## src/rtl/mxu_sequencer_if.sv

```systemverilog
// Signal bundle between mxu_sequencer and its surroundings: executor handshake,
// scratchpad read/write port and the systolic array drive.
interface mxu_sequencer_if #(
   parameter int NUM_SIZE  = 16,
   parameter int GRID_SIZE = 2,
   parameter int ADDR_W    = 5
);
   logic                                    start;
   logic [ADDR_W-1:0]                       a_addr;
   logic [ADDR_W-1:0]                       b_addr;
   logic [ADDR_W-1:0]                       c_addr;
   logic                                    busy;
   logic                                    done;
   logic [ADDR_W-1:0]                       mem_raddr;
   logic [NUM_SIZE-1:0]                     mem_rdata;
   logic                                    mem_we;
   logic [ADDR_W-1:0]                       mem_waddr;
   logic [NUM_SIZE-1:0]                     mem_wdata;
   logic                                    mxu_ce;
   logic                                    mxu_clear;
   logic [NUM_SIZE*GRID_SIZE-1:0]           north_input;
   logic [NUM_SIZE*GRID_SIZE-1:0]           west_input;
   logic [NUM_SIZE*GRID_SIZE*GRID_SIZE-1:0] result_in;

   // The sequencer's own view.
   modport master (
      input  start, a_addr, b_addr, c_addr, mem_rdata, result_in,
      output busy, done, mem_raddr, mem_we, mem_waddr, mem_wdata,
             mxu_ce, mxu_clear, north_input, west_input
   );

   // The executor / scratchpad / array side.
   modport slave (
      output start, a_addr, b_addr, c_addr, mem_rdata, result_in,
      input  busy, done, mem_raddr, mem_we, mem_waddr, mem_wdata,
             mxu_ce, mxu_clear, north_input, west_input
   );
endinterface

```

## src/rtl/mxu_sequencer.sv

```systemverilog
// Runs one 2x2 matrix multiply on the systolic MXU: load A/B from the scratchpad,
// feed them with diagonal skew, drain, and write C back.
module mxu_sequencer #(
   parameter int NUM_SIZE     = 16,
   parameter int GRID_SIZE    = 2,
   parameter int ADDR_W       = 5,
   parameter int DRAIN_CYCLES = 1
) (
   input  logic            clk,
   input  logic            rst,
   mxu_sequencer_if.master bus
);
   localparam int LANES = GRID_SIZE * GRID_SIZE;
   localparam int CNT_W = (DRAIN_CYCLES > 8) ? $clog2(DRAIN_CYCLES) : 3;

   typedef enum logic [2:0] {
      S_IDLE, S_LOAD, S_CLEAR, S_FEED, S_DRAIN, S_WRITE, S_DONE
   } state_t;

   state_t              state, state_next;
   logic [CNT_W-1:0]    cnt, cnt_next;
   logic                last;
   logic [ADDR_W-1:0]   a_base, b_base, c_base;
   logic [ADDR_W-1:0]   offset;
   logic [NUM_SIZE-1:0] a_op [LANES];
   logic [NUM_SIZE-1:0] b_op [LANES];

   assign offset = ADDR_W'(cnt[1:0]);

   // NOTE: all state uses non-blocking assignments so every flop sees pre-edge values.
   always_ff @(posedge clk or posedge rst) begin
      if (rst) begin
         state  <= S_IDLE;
         cnt    <= '0;
         a_base <= '0;
         b_base <= '0;
         c_base <= '0;
         // NOTE: the operands are a handful of flops, not a RAM, so they take the reset too.
         for (int k = 0; k < LANES; k++) begin
            a_op[k] <= '0;
            b_op[k] <= '0;
         end
      end else begin
         state <= state_next;
         cnt   <= cnt_next;
         if (state == S_IDLE && bus.start) begin
            a_base <= bus.a_addr;
            b_base <= bus.b_addr;
            c_base <= bus.c_addr;
         end
         if (state == S_LOAD) begin
            if (cnt[2]) b_op[cnt[1:0]] <= bus.mem_rdata;
            else        a_op[cnt[1:0]] <= bus.mem_rdata;
         end
      end
   end

   // NOTE: every output gets a default first so no path through the case infers a latch.
   always_comb begin
      state_next      = state;
      last            = 1'b0;
      bus.busy        = (state != S_IDLE);
      bus.done        = 1'b0;
      bus.mem_raddr   = '0;
      bus.mem_we      = 1'b0;
      bus.mem_waddr   = '0;
      bus.mem_wdata   = '0;
      bus.mxu_ce      = 1'b0;
      bus.mxu_clear   = 1'b0;
      bus.north_input = '0;
      bus.west_input  = '0;

      case (state)
         S_IDLE: if (bus.start) state_next = S_LOAD;
         S_LOAD: begin
            bus.mem_raddr = (cnt[2] ? b_base : a_base) + offset;
            last = (cnt == CNT_W'(7));
            if (last) state_next = S_CLEAR;
         end
         S_CLEAR: begin
            bus.mxu_clear = 1'b1;
            last          = 1'b1;
            state_next    = S_FEED;
         end
         S_FEED: begin
            bus.mxu_ce = 1'b1;
            // Lane 0 is the low half; row i / column j is delayed by i / j steps.
            case (cnt[1:0])
               2'd0: begin
                  bus.west_input  = {{NUM_SIZE{1'b0}}, a_op[0]};
                  bus.north_input = {{NUM_SIZE{1'b0}}, b_op[0]};
               end
               2'd1: begin
                  bus.west_input  = {a_op[2], a_op[1]};
                  bus.north_input = {b_op[1], b_op[2]};
               end
               2'd2: begin
                  bus.west_input  = {a_op[3], {NUM_SIZE{1'b0}}};
                  bus.north_input = {b_op[3], {NUM_SIZE{1'b0}}};
               end
               default: ;
            endcase
            last = (cnt == CNT_W'(3));
            if (last) state_next = S_DRAIN;
         end
         S_DRAIN: begin
            bus.mxu_ce = 1'b1;
            last = (cnt == CNT_W'(DRAIN_CYCLES - 1));
            if (last) state_next = S_WRITE;
         end
         S_WRITE: begin
            bus.mem_we    = 1'b1;
            bus.mem_waddr = c_base + offset;
            case (cnt[1:0])
               2'd0:    bus.mem_wdata = bus.result_in[0*NUM_SIZE +: NUM_SIZE];
               2'd1:    bus.mem_wdata = bus.result_in[1*NUM_SIZE +: NUM_SIZE];
               2'd2:    bus.mem_wdata = bus.result_in[2*NUM_SIZE +: NUM_SIZE];
               default: bus.mem_wdata = bus.result_in[3*NUM_SIZE +: NUM_SIZE];
            endcase
            last = (cnt == CNT_W'(3));
            if (last) state_next = S_DONE;
         end
         S_DONE: begin
            bus.done   = 1'b1;
            last       = 1'b1;
            state_next = S_IDLE;
         end
         default: state_next = S_IDLE;
      endcase

      cnt_next = (state == S_IDLE || last) ? '0 : cnt + CNT_W'(1);
   end
endmodule

```

## src/flat_wrapper.sv

```systemverilog
// flat-port wrapper written by rule: the top's interface ports become plain ports
module mxu_sequencer_flat 
#(
   parameter int NUM_SIZE     = 16,
   parameter int GRID_SIZE    = 2,
   parameter int ADDR_W       = 5,
   parameter int DRAIN_CYCLES = 1
)
  (clk, rst, bus_start, bus_a_addr, bus_b_addr, bus_c_addr, bus_mem_rdata, bus_result_in, bus_busy, bus_done, bus_mem_raddr, bus_mem_we, bus_mem_waddr, bus_mem_wdata, bus_mxu_ce, bus_mxu_clear, bus_north_input, bus_west_input);
  mxu_sequencer_if #(.NUM_SIZE(NUM_SIZE), .GRID_SIZE(GRID_SIZE), .ADDR_W(ADDR_W)) bus_i ();
  input  logic clk;
  input  logic rst;
  input wire logic [$bits(bus_i.start)-1:0] bus_start;
  input wire logic [$bits(bus_i.a_addr)-1:0] bus_a_addr;
  input wire logic [$bits(bus_i.b_addr)-1:0] bus_b_addr;
  input wire logic [$bits(bus_i.c_addr)-1:0] bus_c_addr;
  input wire logic [$bits(bus_i.mem_rdata)-1:0] bus_mem_rdata;
  input wire logic [$bits(bus_i.result_in)-1:0] bus_result_in;
  output wire logic [$bits(bus_i.busy)-1:0] bus_busy;
  output wire logic [$bits(bus_i.done)-1:0] bus_done;
  output wire logic [$bits(bus_i.mem_raddr)-1:0] bus_mem_raddr;
  output wire logic [$bits(bus_i.mem_we)-1:0] bus_mem_we;
  output wire logic [$bits(bus_i.mem_waddr)-1:0] bus_mem_waddr;
  output wire logic [$bits(bus_i.mem_wdata)-1:0] bus_mem_wdata;
  output wire logic [$bits(bus_i.mxu_ce)-1:0] bus_mxu_ce;
  output wire logic [$bits(bus_i.mxu_clear)-1:0] bus_mxu_clear;
  output wire logic [$bits(bus_i.north_input)-1:0] bus_north_input;
  output wire logic [$bits(bus_i.west_input)-1:0] bus_west_input;
  assign bus_i.start = bus_start;
  assign bus_i.a_addr = bus_a_addr;
  assign bus_i.b_addr = bus_b_addr;
  assign bus_i.c_addr = bus_c_addr;
  assign bus_i.mem_rdata = bus_mem_rdata;
  assign bus_i.result_in = bus_result_in;
  assign bus_busy = bus_i.busy;
  assign bus_done = bus_i.done;
  assign bus_mem_raddr = bus_i.mem_raddr;
  assign bus_mem_we = bus_i.mem_we;
  assign bus_mem_waddr = bus_i.mem_waddr;
  assign bus_mem_wdata = bus_i.mem_wdata;
  assign bus_mxu_ce = bus_i.mxu_ce;
  assign bus_mxu_clear = bus_i.mxu_clear;
  assign bus_north_input = bus_i.north_input;
  assign bus_west_input = bus_i.west_input;
  mxu_sequencer #(.NUM_SIZE(NUM_SIZE), .GRID_SIZE(GRID_SIZE), .ADDR_W(ADDR_W), .DRAIN_CYCLES(DRAIN_CYCLES)) u_core (.clk(clk), .rst(rst), .bus(bus_i));
endmodule
```

## config.mk

```make
export PLATFORM = sky130hd
export DESIGN_NAME = mxu_sequencer_flat
export DESIGN_NICKNAME = d
export VERILOG_FILES = /design/src/rtl/mxu_sequencer_if.sv /design/src/rtl/mxu_sequencer.sv /design/src/flat_wrapper.sv
export SDC_FILE = /design/constraint.sdc
export NUM_CORES = 1
export LEC_CHECK = 0
export CAP_MARGIN = 20
export CORE_AREA = 4 4 153 118
export CTS_BUF_LIST = sky130_fd_sc_hd__clkbuf_8
export CTS_CLUSTER_DIAMETER = 150
export CTS_CLUSTER_SIZE = 12
export DETAILED_ROUTE_END_ITERATION = 8
export DIE_AREA = 0 0 157 122
export GPL_ROUTABILITY_DRIVEN = 0
export HOLD_SLACK_MARGIN = 0.05
export PLACE_DENSITY = 0.78
export SLEW_MARGIN = 40
export SYNTH_ARGS = -nofsm -noshare
export SYNTH_HDL_FRONTEND = slang
export SYNTH_SLANG_ARGS = --single-unit
```

## constraint.sdc

```tcl
create_clock -name clk -period 4.7 [get_ports clk]
set_input_delay 0.47 -clock clk [delete_from_list [all_inputs] [get_ports clk]]
set_output_delay 0.47 -clock clk [all_outputs]
set_load 0.005 [all_outputs]
```

* After elaboration in Yosys (flattened, before gate mapping)
Index checks and enable logic that the tools add are counted.
** Word-level totals
- Flip-flop bits (word level) :: 149
- Output and inout port bits :: 95
** Cells by class
- $add $sub $neg :: 3
- Magnitude comparators :: 2
- Equal/unequal tests :: 15
- Mux-type cells :: 25
- Bitwise logic cells :: 2
- Reductions and logical operators :: 13
** Operator list (count)
- 32-bit one-hot mux with 3 select lines :: 2
- 64-bit bitwise mux :: 2
- 32-bit 2-to-1 mux :: 2
- 16-bit one-hot mux with 3 select lines :: 1
- 16-bit demux with 2-bit select :: 1
- 16-bit 2-to-1 mux :: 2
- 3-bit 2-to-1 mux :: 6
- 3-bit one-hot mux with 6 select lines :: 1
- 5-bit 2-to-1 mux :: 3
- 3-bit equality test (second input constant) :: 4
- 5-bit by 2-bit adder with 5-bit output :: 2
- 3-bit by 2-bit equality test with 1-bit output (second input constant) :: 3
- 3-bit zero test :: 2
- 2-bit by 1-bit != test with 1-bit output (second input constant) :: 3
- 2-bit OR reduction :: 3
- 5-bit AND reduction :: 1
- 1-bit 2-to-1 mux :: 4
- 2-bit != test (second input constant) :: 2
- 1-bit one-hot mux with 4 select lines :: 1
- 2-bit AND reduction :: 2
- 3-bit by 1-bit adder with 3-bit output (second input constant) :: 1
- 3-bit by 1-bit equality test with 1-bit output (second input constant) :: 1
- 3-bit >= comparator (second input constant) :: 1
- 3-bit by 1-bit < comparator with 1-bit output (second input constant) :: 1
- other kinds (8) :: 9

* Logic depth before layout (Yosys ltp)
- Depth after elaboration :: 6
- Gate-level depth with buffers :: 8

* Worst setup path before layout
No wires, ideal clock.
- Kind :: register to output
- From :: register u_core.cnt[2]
- To :: output bus_mem_raddr[4]
- Arrival time :: 1.990 ns
- Required time :: 4.230 ns
- Path slack :: 2.240 ns
- Cell stages (with the launch flop) :: 9
- Buffers on the path :: 1
- Cells stage by stage :: dfrtp_1 > buf_2 > mux2_2 > ha_1 > inv_1 > fa_1 > nand4b_1 > nand3_1 > nor3b_1
** On the way
- Word-level cells in the longest chain between the ends :: 3
** Ends and longest elaborated chain
- from (decl) :: RTL line mxu_sequencer.sv:21 : logic [CNT_W-1:0] cnt, cnt_next;
- from (signal assigned) :: RTL line mxu_sequencer.sv:45 : cnt <= cnt_next;
- 5-bit 2-to-1 mux :: RTL line mxu_sequencer.sv:76 : bus.mem_raddr = (cnt[2] ? b_base : a_base) + offset;
- 5-bit by 2-bit adder with 5-bit output :: RTL line mxu_sequencer.sv:76
- 5-bit 2-to-1 mux :: RTL line mxu_sequencer.sv:73 : case (state)
- to (decl) :: RTL line flat_wrapper.sv:21 : output wire logic [$bits(bus_i.mem_raddr)-1:0] bus_mem_raddr;
Every way passes these cells.

* Worst setup path after layout
Ends and elaborated chain as after synthesis.

==> metrics.csv <==
metric;value;unit
Pre-Repair DR Iteration Count;8;
global-route wire length before repair;32.64;mm
warning count from the yosys run;0;
Synth area leaders;dfrtp_1, mux2_2, mux2_4;
Post-synth EDFFs;0;
Reg2Reg Setup Slack;2.24;ns
Switching Power;2.267;mW
Die Area;19150;um^2
cts hold-fix bufs;0;
clk_skew;0.006210;ns
pre-CTS WS;1.383;ns
final WL;20.87;mm
RSZ-0062 raised after global routing;false;
CTS Buf Count;17;
FILL cells;1331;
vias in the first global route;6085;
Tot GR Track Use;21.92;%
Final setup viols;0;
Via density;5.591;
Peak Freq;260.4;MHz
arrival time worst endpoint;3.37;ns
Seq pwr share;38.1;%
Final Hold Viols;0;
initial antenna violation count;0;
final worst slack;0.8601;ns
Tightest Pin Transition;0.7855;ns
Area Growth Syn to Fin;32.76;%
clk slew on worst S/H paths;0.08;ns
maxcap violations;0;
Seq/Total Area, Yosys;49.63;%
Antenna Nets Post-Route;0;
Tmin final;3.840;ns
top post-synthesis cells by count;dfrtp_1, mux2_2, nor2_1;
mapped cell area;7512;um^2
VDD IR-drop max;0.0002709;V
Hold Crit Class;flip-flop to flip-flop;
Yosys reg bits;149;
Die W;157;um
CP startpoint kind;flip-flop;
Slew HR;47.63;%
post-synth top area share;49.63;%
Final nets;890;
drt wl/cell;20.72;um
Crit Path Category;flip-flop to primary output;
Setup crit end kind;primary output;
Pins Over Slew Limit;0;
CP max-delay cell;dfrtp_1;
Sw Ratio;36.15;%
Clk Latency, worst-skew pair;0.44;ns
Tcrit/Tclk final;81.70;%
clock share of power;15.6;%
Residual DRC;0;
layout cell share with drive strength beyond 1;22.10;%
P_int;4.005;mW
most common cell in the synthesized netlist;dfrtp_1;
crit-path cells;mux2_2, ha_1, inv_1, fa_1, nand4b_1, nand3_1, nor3b_1, clkdlybuf4s50_1;
H-tree levels;4;
IO Port Bufs;192;
# rows;41;
initial core utilization;45.34;%
cell taking the most area after synthesis;dfrtp_1;
gate count after technology mapping;609;
status;finished, final reports clean;
pwr dens;628.9;nW/um^2
core area;16570;um^2
post-synth cell types;46;
Final HPWL DP;14.42;mm
chip height;122;um
setup_tns;0;ns
CP required;4.23;ns
DR iter-0 viols;369;
Logic pwr share;46.2;%
CTS Root Cell;clkbuf_8;
grt ovf;0;
largest net degree at the start of global routing;94;
Static Leak;4.046;nW
Crit Path Max Fanout;15;
IO Pins;193;
Via Count;5630;
CTS max path bufs;2;
fraction of registers with async set/reset;100.0;%
setup bufs post-CTS;0;
post_cts resized;0;
n_diodes;0;
CP top delay family;flip-flops;
TritonCTS clock tree;yes;
Max stage delay on crit path;0.86;ns
Post-Syn Area per Cell;12.34;um^2
top_reg_cell synth;dfrtp_1;
Tot Pwr;6.272;mW
CTS Sinks;149;
Mapped Nets;720;
CP bufs+invs;2;
## cells by family (layout without fill, tap and decap cells)
kind of cell    after synthesis  after routing  share of synthesized area (%)
compound gates              131            131                          12.28
xor+xnor                      3              3                         0.3498
fa+ha+maj                    13             13                          2.365
buf+inv                      58            241                          3.547
flops                       149            149                          49.63
mux                         149            149                          24.25
simple gates                106            106                          7.578
## metal layers
layer / track usage (%) / routed length, um / vias to the layer above
met2: 36.98 / 10260 / 176
met1: 28.24 / 9118 / 2849
met4: 7.534 / 322 / 0
li1: - / - / 2578
met5: 0 / 0 / -
met3: 4.581 / 1166 / 27
## through the flow
stage	instance area (um^2)	hold slack (ns)	utilization, %	std cells
floorplan	7512	0.4649	-	609
global placement	9530	0.4744	57.52	973
detailed placement	9572	0.4828	57.77	975
CTS	9967	0.5003	60.15	1007
global route	9973	0.5176	60.19	1007
finish	9973	0.4947	60.19	1007
## flip-flops by register name, summed over array words and instances, names as in the netlist
register / count
u_core.a_op: 64
u_core.b_op: 64
u_core.a_base: 5
u_core.b_base: 5
u_core.c_base: 5
u_core.cnt: 3
u_core.state: 3
## worst register-to-register path, stage by stage (launching register included)
cell and delay (ns):
dfrtp_1 0.53, inv_1 0.23, ha_4 0.53, buf_12 0.31
nand2_2 0.33, mux2_1 0.42
## area by class of cell
type | count | area, um^2 | share of cell area [%]
Inverter | 11 | 48.80 | 0.4893
Sequential cell | 149 | 3729 | 37.39
Timing Repair Buffer | 198 | 1983 | 19.88
Multi-Input combinational cell | 402 | 3548 | 35.58
Tap cell | 215 | 269.0 | 2.697
Clock inverter | 13 | 133.9 | 1.342
Clock buffer | 19 | 261.5 | 2.622
## layout by cell type (no fill, tap or decap), types with 3 or more instances in the layout
| cell type | n |
|---|---|
| a211oi_1 | 3 |
| a21oi_1 | 22 |
| a222oi_1 | 16 |
| a22oi_1 | 64 |
| and2_1 | 3 |
| buf_4 | 4 |
| clkbuf_8 | 19 |
| clkdlybuf4s50_1 | 192 |
| clkinv_2 | 4 |
| clkinv_4 | 4 |
| dfrtp_1 | 149 |
| ha_1 | 8 |
| inv_1 | 9 |
| mux2_1 | 26 |
| mux2_2 | 78 |
| mux2_4 | 40 |
| mux2i_1 | 5 |
| nand2_1 | 4 |
| nand2_2 | 3 |
| nand2b_1 | 4 |
| nand3_1 | 3 |
| nand3_4 | 4 |
| nor2_1 | 71 |
| o21ai_0 | 16 |
| o21ai_1 | 4 |
## path summary, 6_finish.rpt
| check | cells after the start | from | endpoint |
|---|---|---|---|
| setup / recovery | 8 | u_core.cnt[2] | bus_mem_raddr[4] |
| hold / removal | 1 | u_core.a_op[41] | u_core.a_op[41] |
| setup reg to reg | 5 | u_core.cnt[1] | u_core.a_op[35] |
| hold reg to reg | 1 | u_core.a_op[41] | u_core.a_op[41] |
| max in group asynchronous | 3 | rst | u_core.b_op[24] |
| min in group asynchronous | 2 | rst | u_core.b_op[17] |
## power by group through the flow
stage	combinational (mW)	clock (mW)	sequential, mW
6_report	2.90	0.981	2.39
5_1_grt	3.14	1.06	2.46
4_1_cts	2.92	1.00	2.38
3_5_place_dp	2.90	0	2.40
3_3_place_gp	2.76	0	2.34
2_1_floorplan	2.06	0	2.23
Power figures use the tool's default switching activity.
